<file path="config.mk">
export PLATFORM = sky130hd
export DESIGN_NAME = uart_tx_arbiter_flat
export DESIGN_NICKNAME = d
export VERILOG_FILES = /design/src/rtl/uart_tx_arbiter_pkg.sv /design/src/rtl/uart_tx_arbiter_if.sv /design/src/rtl/uart_tx_arbiter_rr.sv /design/src/rtl/uart_tx_arbiter.sv /design/src/flat_wrapper.sv
export SDC_FILE = /design/constraint.sdc
export NUM_CORES = 1
export LEC_CHECK = 0
export ABC_AREA = 1
export CORE_ASPECT_RATIO = 0.5
export CORE_MARGIN = 2
export CORE_UTILIZATION = 47
export CTS_CLUSTER_DIAMETER = 100
export CTS_CLUSTER_SIZE = 28
export DETAILED_ROUTE_END_ITERATION = 10
export HOLD_SLACK_MARGIN = 0.05
export PLACE_DENSITY = 0.8
export SETUP_SLACK_MARGIN = 0.05
export SKIP_CTS_REPAIR_TIMING = 1
export SLEW_MARGIN = 20
export SYNTH_ARGS = -nofsm -noshare
export SYNTH_HDL_FRONTEND = slang
export SYNTH_SLANG_ARGS = --single-unit
</file>
<file path="constraint.sdc">
create_clock -name clk -period 2.4 [get_ports clk]
set_clock_uncertainty 0.1 [all_clocks]
set_input_delay 0.24 -clock clk [delete_from_list [all_inputs] [get_ports clk]]
set_output_delay 0.24 -clock clk [all_outputs]
set_load 0.01 [all_outputs]
</file>
<file path="src/rtl/uart_tx_arbiter_pkg.sv">
// uart_tx_arbiter_pkg: shared FSM state type and default sizes for the UART TX arbiter
package uart_tx_arbiter_pkg;
  typedef enum logic [1:0] {IDLE, LOAD, WAIT_DONE} state_t;
  localparam int DEF_NUM_REQ = 4;
  localparam int DEF_DATA_W = 8;
endpackage

</file>
<file path="src/rtl/uart_tx_arbiter_if.sv">
// uart_tx_arbiter_if: requester handshake plus UART data_in/transmit/tx_busy and arbiter status
interface uart_tx_arbiter_if import uart_tx_arbiter_pkg::*; #(
  parameter int NUM_REQ = DEF_NUM_REQ,
  parameter int DATA_W = DEF_DATA_W
) ();
  logic [NUM_REQ-1:0] req_valid;
  logic [NUM_REQ*DATA_W-1:0] req_data;
  logic [NUM_REQ-1:0] req_ready;
  logic [DATA_W-1:0] tx_data_in;
  logic tx_transmit;
  logic tx_busy;
  logic [$clog2(NUM_REQ)-1:0] grant_id;
  logic active;
  logic timeout_err;
  modport slave (
    input req_valid, req_data, tx_busy,
    output req_ready, tx_data_in, tx_transmit, grant_id, active, timeout_err
  );
  modport master (
    output req_valid, req_data, tx_busy,
    input req_ready, tx_data_in, tx_transmit, grant_id, active, timeout_err
  );
endinterface

</file>
<file path="src/rtl/uart_tx_arbiter_rr.sv">
// uart_tx_arbiter_rr: combinational round-robin pick, first valid index after ptr with wrap
module uart_tx_arbiter_rr import uart_tx_arbiter_pkg::*; #(
  parameter int NUM_REQ = DEF_NUM_REQ
) (
  input  logic [NUM_REQ-1:0] valid,
  input  logic [$clog2(NUM_REQ)-1:0] ptr,
  output logic [NUM_REQ-1:0] onehot,
  output logic [$clog2(NUM_REQ)-1:0] idx,
  output logic any_valid
);
  localparam int IW = $clog2(NUM_REQ);
  logic hit;
  logic [IW-1:0] j;
  always_comb begin
    hit = 1'b0;
    idx = '0;
    j = '0;
    for (int k = 1; k <= NUM_REQ; k++) begin
      j = IW'((int'(ptr) + k) % NUM_REQ);
      if (!hit && valid[j]) begin
        hit = 1'b1;
        idx = j;
      end
    end
  end
  assign any_valid = hit;
  assign onehot = hit ? NUM_REQ'(1) << idx : '0;
endmodule

</file>
<file path="src/rtl/uart_tx_arbiter.sv">
// uart_tx_arbiter: round-robin sharing of one UART TX among NUM_REQ byte sources (clk, reset, bus slave)
module uart_tx_arbiter import uart_tx_arbiter_pkg::*; #(
  parameter int NUM_REQ = DEF_NUM_REQ,
  parameter int DATA_W = DEF_DATA_W,
  parameter int BUSY_TIMEOUT = 64
) (
  input logic clk,
  input logic reset,
  uart_tx_arbiter_if.slave b
);
  localparam int IW = $clog2(NUM_REQ);
  localparam int CW = $clog2(BUSY_TIMEOUT) + 1;
  state_t state;
  logic [IW-1:0] ptr;
  logic [CW-1:0] cnt;
  logic [NUM_REQ-1:0] win;
  logic [IW-1:0] widx;
  logic any;
  uart_tx_arbiter_rr #(.NUM_REQ(NUM_REQ)) u_rr (
    .valid(b.req_valid),
    .ptr(ptr),
    .onehot(win),
    .idx(widx),
    .any_valid(any)
  );
  always_ff @(posedge clk or posedge reset) begin
    if (reset) begin
      state <= IDLE;
      ptr <= IW'(NUM_REQ - 1);
      cnt <= '0;
      b.req_ready <= '0;
      b.tx_data_in <= '0;
      b.tx_transmit <= 1'b0;
      b.grant_id <= '0;
      b.active <= 1'b0;
      b.timeout_err <= 1'b0;
    end else begin
      b.req_ready <= '0;
      b.timeout_err <= 1'b0;
      case (state)
        IDLE: if (any && !b.tx_busy) begin
          b.req_ready <= win;
          b.tx_data_in <= b.req_data[widx*DATA_W +: DATA_W];
          b.grant_id <= widx;
          ptr <= widx;
          b.tx_transmit <= 1'b1;
          b.active <= 1'b1;
          cnt <= '0;
          state <= LOAD;
        end
        LOAD: if (b.tx_busy) begin
          b.tx_transmit <= 1'b0;
          state <= WAIT_DONE;
        end else if (cnt == CW'(BUSY_TIMEOUT - 1)) begin
          b.tx_transmit <= 1'b0;
          b.active <= 1'b0;
          b.timeout_err <= 1'b1;
          state <= IDLE;
        end else begin
          cnt <= cnt + 1'b1;
        end
        WAIT_DONE: if (!b.tx_busy) begin
          b.active <= 1'b0;
          state <= IDLE;
        end
        default: state <= IDLE;
      endcase
    end
  end
endmodule
</file>
<file path="src/flat_wrapper.sv">
// flat-port wrapper written by rule: the top's interface ports become plain ports
module uart_tx_arbiter_flat import uart_tx_arbiter_pkg::*;
#(
  parameter int NUM_REQ = DEF_NUM_REQ,
  parameter int DATA_W = DEF_DATA_W,
  parameter int BUSY_TIMEOUT = 64
)
  (clk, reset, b_req_valid, b_req_data, b_tx_busy, b_req_ready, b_tx_data_in, b_tx_transmit, b_grant_id, b_active, b_timeout_err);
  uart_tx_arbiter_if #(.NUM_REQ(NUM_REQ), .DATA_W(DATA_W)) b_i ();
  input logic clk;
  input logic reset;
  input wire logic [$bits(b_i.req_valid)-1:0] b_req_valid;
  input wire logic [$bits(b_i.req_data)-1:0] b_req_data;
  input wire logic [$bits(b_i.tx_busy)-1:0] b_tx_busy;
  output wire logic [$bits(b_i.req_ready)-1:0] b_req_ready;
  output wire logic [$bits(b_i.tx_data_in)-1:0] b_tx_data_in;
  output wire logic [$bits(b_i.tx_transmit)-1:0] b_tx_transmit;
  output wire logic [$bits(b_i.grant_id)-1:0] b_grant_id;
  output wire logic [$bits(b_i.active)-1:0] b_active;
  output wire logic [$bits(b_i.timeout_err)-1:0] b_timeout_err;
  assign b_i.req_valid = b_req_valid;
  assign b_i.req_data = b_req_data;
  assign b_i.tx_busy = b_tx_busy;
  assign b_req_ready = b_i.req_ready;
  assign b_tx_data_in = b_i.tx_data_in;
  assign b_tx_transmit = b_i.tx_transmit;
  assign b_grant_id = b_i.grant_id;
  assign b_active = b_i.active;
  assign b_timeout_err = b_i.timeout_err;
  uart_tx_arbiter #(.NUM_REQ(NUM_REQ), .DATA_W(DATA_W), .BUSY_TIMEOUT(BUSY_TIMEOUT)) u_core (.clk(clk), .reset(reset), .b(b_i));
endmodule
</file>
==> impl_metrics.env, run 1 <==
export IMPL_status="complete, no violations"
export IMPL_antennaDiodeCount=0
export IMPL_worstSetupEndpointType="flip-flop"
export IMPL_setup_violations=0
export IMPL_cp_data_required_time_ps=2470
export IMPL_pin_count_of_the_biggest_net_entering_global_routing=29
export IMPL_synth_async_sr_flop_share=1.000
export IMPL_dr_pass1_iters=4
export IMPL_initial_drc_count=139
export IMPL_worst_setup_hold_path_clk_slew_ps=90
export IMPL_grt_overflow_total=0
export IMPL_max_vdd_ir_drop_mv=0.7392
export IMPL_hold_class="in2async"
export IMPL_syn_area_mm2=0.001839
export IMPL_critPathKind="reg2reg"
export IMPL_io_pin_count=56
export IMPL_syn2layout_area_growth_pct=39.66
export IMPL_placement_rows=15
export IMPL_final_max_slew_violation_count=0
export IMPL_final_nets=377
export IMPL_slew_limit_headroom=0.7807
export IMPL_synth_sequential_area_ratio=0.3823
export IMPL_detail_route_wl_per_cell_um=11.54
export IMPL_vias_per_cell=4.862
export IMPL_final_hold_violation_count=0
export IMPL_grt_antenna_before_repair=0
export IMPL_max_cap_violations=0
export IMPL_yosys_warnings=0
export IMPL_power_consumption_uw=3643
export IMPL_first_pass_grt_wire_length_um=6824
export IMPL_die_h_um=48.24
export IMPL_antenna_left=0
export IMPL_chipWidth_um=92.47
export IMPL_numPlacedInstances=371
export IMPL_syn_avg_cell_area_um2=6.837
export IMPL_synthesis_instances=269
export IMPL_postSynthRegisterBits=28
export IMPL_cts_root_buffer_cell="sky130_fd_sc_hd__clkbuf_8"
export IMPL_postSynth_topFlopCell="sky130_fd_sc_hd__dfrtp_1"
export IMPL_synthDominantAreaCellType="sky130_fd_sc_hd__dfrtp_1"
export IMPL_clk_latency_ps=270
export IMPL_stdcell_area_mm2=0.002569
export IMPL_clock_tree_htree_level_count=1
export IMPL_syn_nets=313
export IMPL_grt_pass1_vias=1567
export IMPL_power_static_leakage_uw=0.001312
export IMPL_nFillCells=285
export IMPL_clock_tree_from_tritoncts="yes"
export IMPL_cp_data_arrival_time_ps=2240
export IMPL_synth_distinct_cells=29
export IMPL_share_of_final_layout_standard_cells_stronger_than_drive_strength_1=0.1205
export IMPL_core_region_area_mm2=0.003585
export IMPL_cts_sinks=28
export IMPL_cts_buffers_inserted=3
export IMPL_period_share=0.9044
export IMPL_grt_usage=0.1965
export IMPL_final_setup_tns_ps=0
export IMPL_hpwlAfterDp_um=3290
export IMPL_yosysTopAreaCellShare=0.3537
export IMPL_place_area_mm2=0.002422
export IMPL_max_slew_worst_pin_slew_ps=328.9
export IMPL_max_freq_mhz=460.7
export IMPL_place_port_buffers=55
export IMPL_final_cells=383
export IMPL_synthTopCellsByArea="sky130_fd_sc_hd__dfrtp_1, sky130_fd_sc_hd__nand2_1, sky130_fd_sc_hd__nand3_1"
export IMPL_crit_fanout=11
export IMPL_pwr_cell_area_mw_per_mm2=1418
export IMPL_post_route_min_period_ps=2170
export IMPL_totalWireLength_um=4419
export IMPL_num_vias=1862
export IMPL_gp_congestion=0.8488
export IMPL_drc_errors=0
export IMPL_dieArea_mm2=0.004460
export IMPL_starting_density=0.5131
export IMPL_ctsLongestPathBuffers=2
export IMPL_grt_setup_unrepaired="false"
export IMPL_synth_edf_count=0
export IMPL_critical_path_startpoint_type="flip-flop"
-- flip-flops by register name, summed over array words and instances, names as in the netlist --
| signal | cells |
|---|---|
| u_core.b.tx_data_in | 8 |
| u_core.cnt | 7 |
| u_core.b.req_ready | 4 |
| u_core.b.grant_id | 2 |
| u_core.ptr | 2 |
| u_core.state | 2 |
| u_core.b.active | 1 |
| u_core.b.timeout_err | 1 |
| u_core.b.tx_transmit | 1 |
-- logic make-up after synthesis --
group,share of synthesized area
DFF,0.3823
and+or+nand+nor,0.4463
AOI/OAI and AO/OA,0.05442
adders and majority gates,0.03401
buffers and inverters,0.06394
xor gates and xnor gates,0.01905
-- worst max-delay path: stages (launching register included) --
cell and delay (ps):
sky130_fd_sc_hd__dfstp_2 610, sky130_fd_sc_hd__inv_2 120, sky130_fd_sc_hd__nand2_2 80, sky130_fd_sc_hd__nand3_1 60
sky130_fd_sc_hd__nand2_1 120, sky130_fd_sc_hd__nor2_2 70, sky130_fd_sc_hd__a21boi_1 130, sky130_fd_sc_hd__nand2_1 110
sky130_fd_sc_hd__nor2_4 230, sky130_fd_sc_hd__inv_2 160, sky130_fd_sc_hd__nand2_1 110, sky130_fd_sc_hd__nand2_1 60
sky130_fd_sc_hd__nand2_1 60, sky130_fd_sc_hd__nand2_1 40
-- final cells by class --
class                   count  area (µm²)  share of cell area
clock buffers               4       45.04             0.01754
inverters                  17       63.81             0.02484
multi-input cells         218        1055              0.4106
flip-flops and latches     28       703.2              0.2737
well taps                  51       63.81             0.02484
repair buffers             65       638.1              0.2484
-- stage by stage --
step | util | worst slack (ps) | hold slack [ps]
floorplan | - | 489.0 | 203.9
global placement | 0.6757 | 209.1 | 363.8
detailed placement | 0.6757 | 116.7 | 370.8
CTS | 0.6883 | 170.0 | 221.0
global route | 0.7166 | 48.46 | 259.3
finish | 0.7166 | 229.5 | 215.5
-- report_power, final --
part	leakage, µW	switching [µW]	internal [µW]
Sequential	0.000362	125	660
Combinational	0.000927	1580	1030
Clock	0.0000228	132	119
Total	0.00131	1840	1800
-- per-layer routing --
layer	vias to the layer above	wire length (µm)	share of wire	global-route usage
li1	970	-	-	-
met1	827	2044	0.46	0.2651
met2	63	2095	0.47	0.3328
met3	2	266	0.060	0.04328
met4	0	12	0.0027	0.05672
met5	-	0	0	0
-- final timing paths --
path,cells after the start,end,start,slack (ps)
worst max-delay path,13,u_core.b.tx_data_in[4],u_core.ptr[0],230
worst min-delay path,3,u_core.b.tx_data_in[0],reset,220
worst max register to register,13,u_core.b.tx_data_in[4],u_core.ptr[0],230
worst min register to register,2,u_core.b.tx_transmit,u_core.b.tx_transmit,390
max in group asynchronous,3,u_core.ptr[1],reset,1680
min in group clk,2,u_core.b.tx_transmit,u_core.b.tx_transmit,390
-- synthesized netlist by cell type, drive strengths merged, types with 2 or more instances --
cell type and count:
buf 6, dfrtp 26, dfstp 2, ha 5, inv 17, nand2 145
nand3 24, nor2 12, nor3 2, o21ai 16, or2 4, xor2 3
-- cell usage in the layout, fill, tap and decap left out --
cell type and count:
sky130_fd_sc_hd__nand3_2 1, sky130_fd_sc_hd__nand3b_1 1, sky130_fd_sc_hd__nand4_1 1, sky130_fd_sc_hd__o21ai_1 6, sky130_fd_sc_hd__clkbuf_8 3, sky130_fd_sc_hd__clkdlybuf4s50_1 55
sky130_fd_sc_hd__nand2_4 2, sky130_fd_sc_hd__xor2_1 3, sky130_fd_sc_hd__nand3_1 22, sky130_fd_sc_hd__a21boi_1 1, sky130_fd_sc_hd__xnor2_1 1, sky130_fd_sc_hd__nand2_2 5
sky130_fd_sc_hd__nor3_1 2, sky130_fd_sc_hd__ha_1 5, sky130_fd_sc_hd__nor2_2 3, sky130_fd_sc_hd__clkbuf_1 1, sky130_fd_sc_hd__o21ai_0 8, sky130_fd_sc_hd__nor2_1 7
sky130_fd_sc_hd__buf_4 9, sky130_fd_sc_hd__nor2_4 2, sky130_fd_sc_hd__or2_2 4, sky130_fd_sc_hd__dfrtp_1 26, sky130_fd_sc_hd__nand3_4 1, sky130_fd_sc_hd__inv_2 3
sky130_fd_sc_hd__inv_1 14, sky130_fd_sc_hd__nand2_8 1, sky130_fd_sc_hd__nand2_1 138, sky130_fd_sc_hd__a21oi_2 1, sky130_fd_sc_hd__o21ai_2 2, sky130_fd_sc_hd__nor3b_1 1
sky130_fd_sc_hd__dfstp_2 2, sky130_fd_sc_hd__buf_12 1
(Power assumes the default switching activity.)
==> run 2: changes to the inputs <==
--- a/config.mk
+++ b/config.mk
@@ -6,7 +6,7 @@
 export NUM_CORES = 1
 export LEC_CHECK = 0
 export ABC_AREA = 1
-export CORE_ASPECT_RATIO = 0.5
+export CORE_ASPECT_RATIO = 0.9
 export CORE_MARGIN = 2
 export CORE_UTILIZATION = 47
 export CTS_CLUSTER_DIAMETER = 100
==> impl_metrics.env, run 2 (synthesis gave the netlist of run 1 again) <==
export IMPL_critPathSlowestCell="sky130_fd_sc_hd__dfstp_2"
export IMPL_final_setup_tns_ps=0
export IMPL_starting_density=0.4930
export IMPL_crit_fanout=16
export IMPL_grt_antenna_before_repair=0
export IMPL_critPathKind="reg2reg"
export IMPL_clock_tree_from_tritoncts="yes"
export IMPL_totalWireLength_um=4303
export IMPL_slew_limit_headroom=0.7379
export IMPL_setup_violations=0
export IMPL_final_max_slew_violation_count=0
export IMPL_finalCoreUtilization=0.6771
export IMPL_grt_pass1_vias=1765
export IMPL_ctsLongestPathBuffers=2
export IMPL_layout_cells_most_common="sky130_fd_sc_hd__nand2_1"
export IMPL_pwr_cell_area_mw_per_mm2=1390
export IMPL_grt_setup_unrepaired="false"
export IMPL_largest_register_ff_count=8
export IMPL_place_area_mm2=0.002416
export IMPL_post_route_min_period_ps=2217
export IMPL_cp_data_arrival_time_ps=2290
export IMPL_vias_per_cell=4.995
export IMPL_antennaDiodeCount=0
export IMPL_cpLargestDelayFamily="simple AND/OR/NAND/NOR gates"
export IMPL_final_hold_violation_count=0
export IMPL_final_nets=373
export IMPL_gp_congestion=0.8160
export IMPL_grt_usage=0.2081
export IMPL_reg_largest_list="u_core.b.tx_data_in x8, u_core.cnt x7, u_core.b.req_ready x4"
export IMPL_worstSetupEndpointType="flip-flop"
export IMPL_syn2layout_area_growth_pct=37.35
export IMPL_place_port_buffers=55
export IMPL_power_static_leakage_uw=0.001297
export IMPL_hold_class="in2async"
export IMPL_dr_pass1_iters=4
export IMPL_critical_path_startpoint_type="flip-flop"
export IMPL_max_cap_violations=0
export IMPL_cts_buffers_inserted=3
export IMPL_period_share=0.9236
export IMPL_num_vias=1868
export IMPL_dieArea_mm2=0.004430
export IMPL_max_freq_mhz=451.1
export IMPL_top_register="u_core.b.tx_data_in"
export IMPL_grt_overflow_total=0
export IMPL_cts_root_buffer_cell="sky130_fd_sc_hd__clkbuf_8"
export IMPL_cpPeakStageDelay_ps=610
export IMPL_io_pin_count=56
export IMPL_first_pass_grt_wire_length_um=7569
export IMPL_layout_cells_most_common_list="sky130_fd_sc_hd__nand2_1, sky130_fd_sc_hd__clkdlybuf4s50_1, sky130_fd_sc_hd__dfrtp_1, sky130_fd_sc_hd__nand3_1, sky130_fd_sc_hd__inv_1"
export IMPL_clock_tree_htree_level_count=1
export IMPL_antenna_left=0
export IMPL_cp_data_required_time_ps=2470
export IMPL_status="complete, no violations"
export IMPL_placement_rows=21
export IMPL_cts_sinks=28
export IMPL_hpwlAfterDp_um=3213
export IMPL_max_vdd_ir_drop_mv=0.7417
export IMPL_detail_route_wl_per_cell_um=11.51
export IMPL_crit_path_cell_trace="inv_2 > nand2_1 > nand2_1 > nand2_1 > nand2_1 > a21oi_1 > nand2_4 > buf_4 > nand3_1 > nand2_1 > nand2_1 > nand2_1 > nand2_1 > nand2_1"
export IMPL_drc_errors=0
export IMPL_worst_setup_hold_path_clk_slew_ps=90
export IMPL_cp_most_frequent_cell="sky130_fd_sc_hd__nand2_1"
export IMPL_stdcell_area_mm2=0.002526
export IMPL_die_h_um=63.35
export IMPL_clk_latency_ps=270
export IMPL_chipWidth_um=69.94
export IMPL_max_slew_worst_pin_slew_ps=392.8
export IMPL_power_consumption_uw=3512
export IMPL_share_of_final_layout_standard_cells_stronger_than_drive_strength_1=0.1037
export IMPL_crit_buf_inv=2
export IMPL_pin_count_of_the_biggest_net_entering_global_routing=29
export IMPL_initial_drc_count=72
export IMPL_core_region_area_mm2=0.003731
[run 2: layout make-up]
cell class,count,area [µm²]
Multi-Input combinational cell,217,1041
Inverter,17,66.31
Timing Repair Buffer,62,603.1
Clock buffer,4,55.05
Tap cell,46,57.56
Fill cell,329,1205
Sequential cell,28,703.2
[run 2: path summary, 6_finish.rpt]
check / start / end / slack (ps) / cells past startpoint
setup / recovery: u_core.ptr[0] / u_core.b.tx_data_in[2] / 180 / 14
min in group clk: u_core.b.grant_id[1] / u_core.b.grant_id[1] / 390 / 2
max in group asynchronous: reset / u_core.ptr[1] / 1670 / 3
hold / removal: reset / u_core.cnt[3] / 230 / 3
hold reg to reg: u_core.b.grant_id[1] / u_core.b.grant_id[1] / 390 / 2
setup reg to reg: u_core.ptr[0] / u_core.b.tx_data_in[2] / 180 / 14
[run 2: stage by stage]
stage | instances | setup slack [ps] | hold slack, ps
6_report | 374 | 183.3 | 225.0
5_1_grt | 374 | 21.96 | 270.4
4_1_cts | 370 | 192.1 | 230.7
3_5_place_dp | 366 | 173.6 | 369.0
3_3_place_gp | 366 | 222.8 | 368.0
2_1_floorplan | 269 | 489.0 | 203.9
[run 2: power by group]
| part | total, µW | internal [µW] | leakage (µW) | switching, µW |
|---|---|---|---|---|
| combinational | 2420 | 948 | 0.000906 | 1470 |
| clock | 293 | 147 | 0.0000288 | 146 |
| sequential | 796 | 660 | 0.000362 | 136 |
[run 2: tightest hold or removal path, cell delays in order]
cell                              delay (ps)
sky130_fd_sc_hd__clkdlybuf4s50_1         400
sky130_fd_sc_hd__inv_1                    50
sky130_fd_sc_hd__buf_4                   330
[run 2: metal layers]
| layer | GRT usage | vias to the layer above | wire length [µm] |
|---|---|---|---|
| li1 | - | 960 | - |
| met1 | 0.2815 | 834 | 1988 |
| met2 | 0.3452 | 72 | 1972 |
| met3 | 0.04480 | 2 | 323 |
| met4 | 0.04327 | 0 | 19 |
| met5 | 0 | - | 0 |
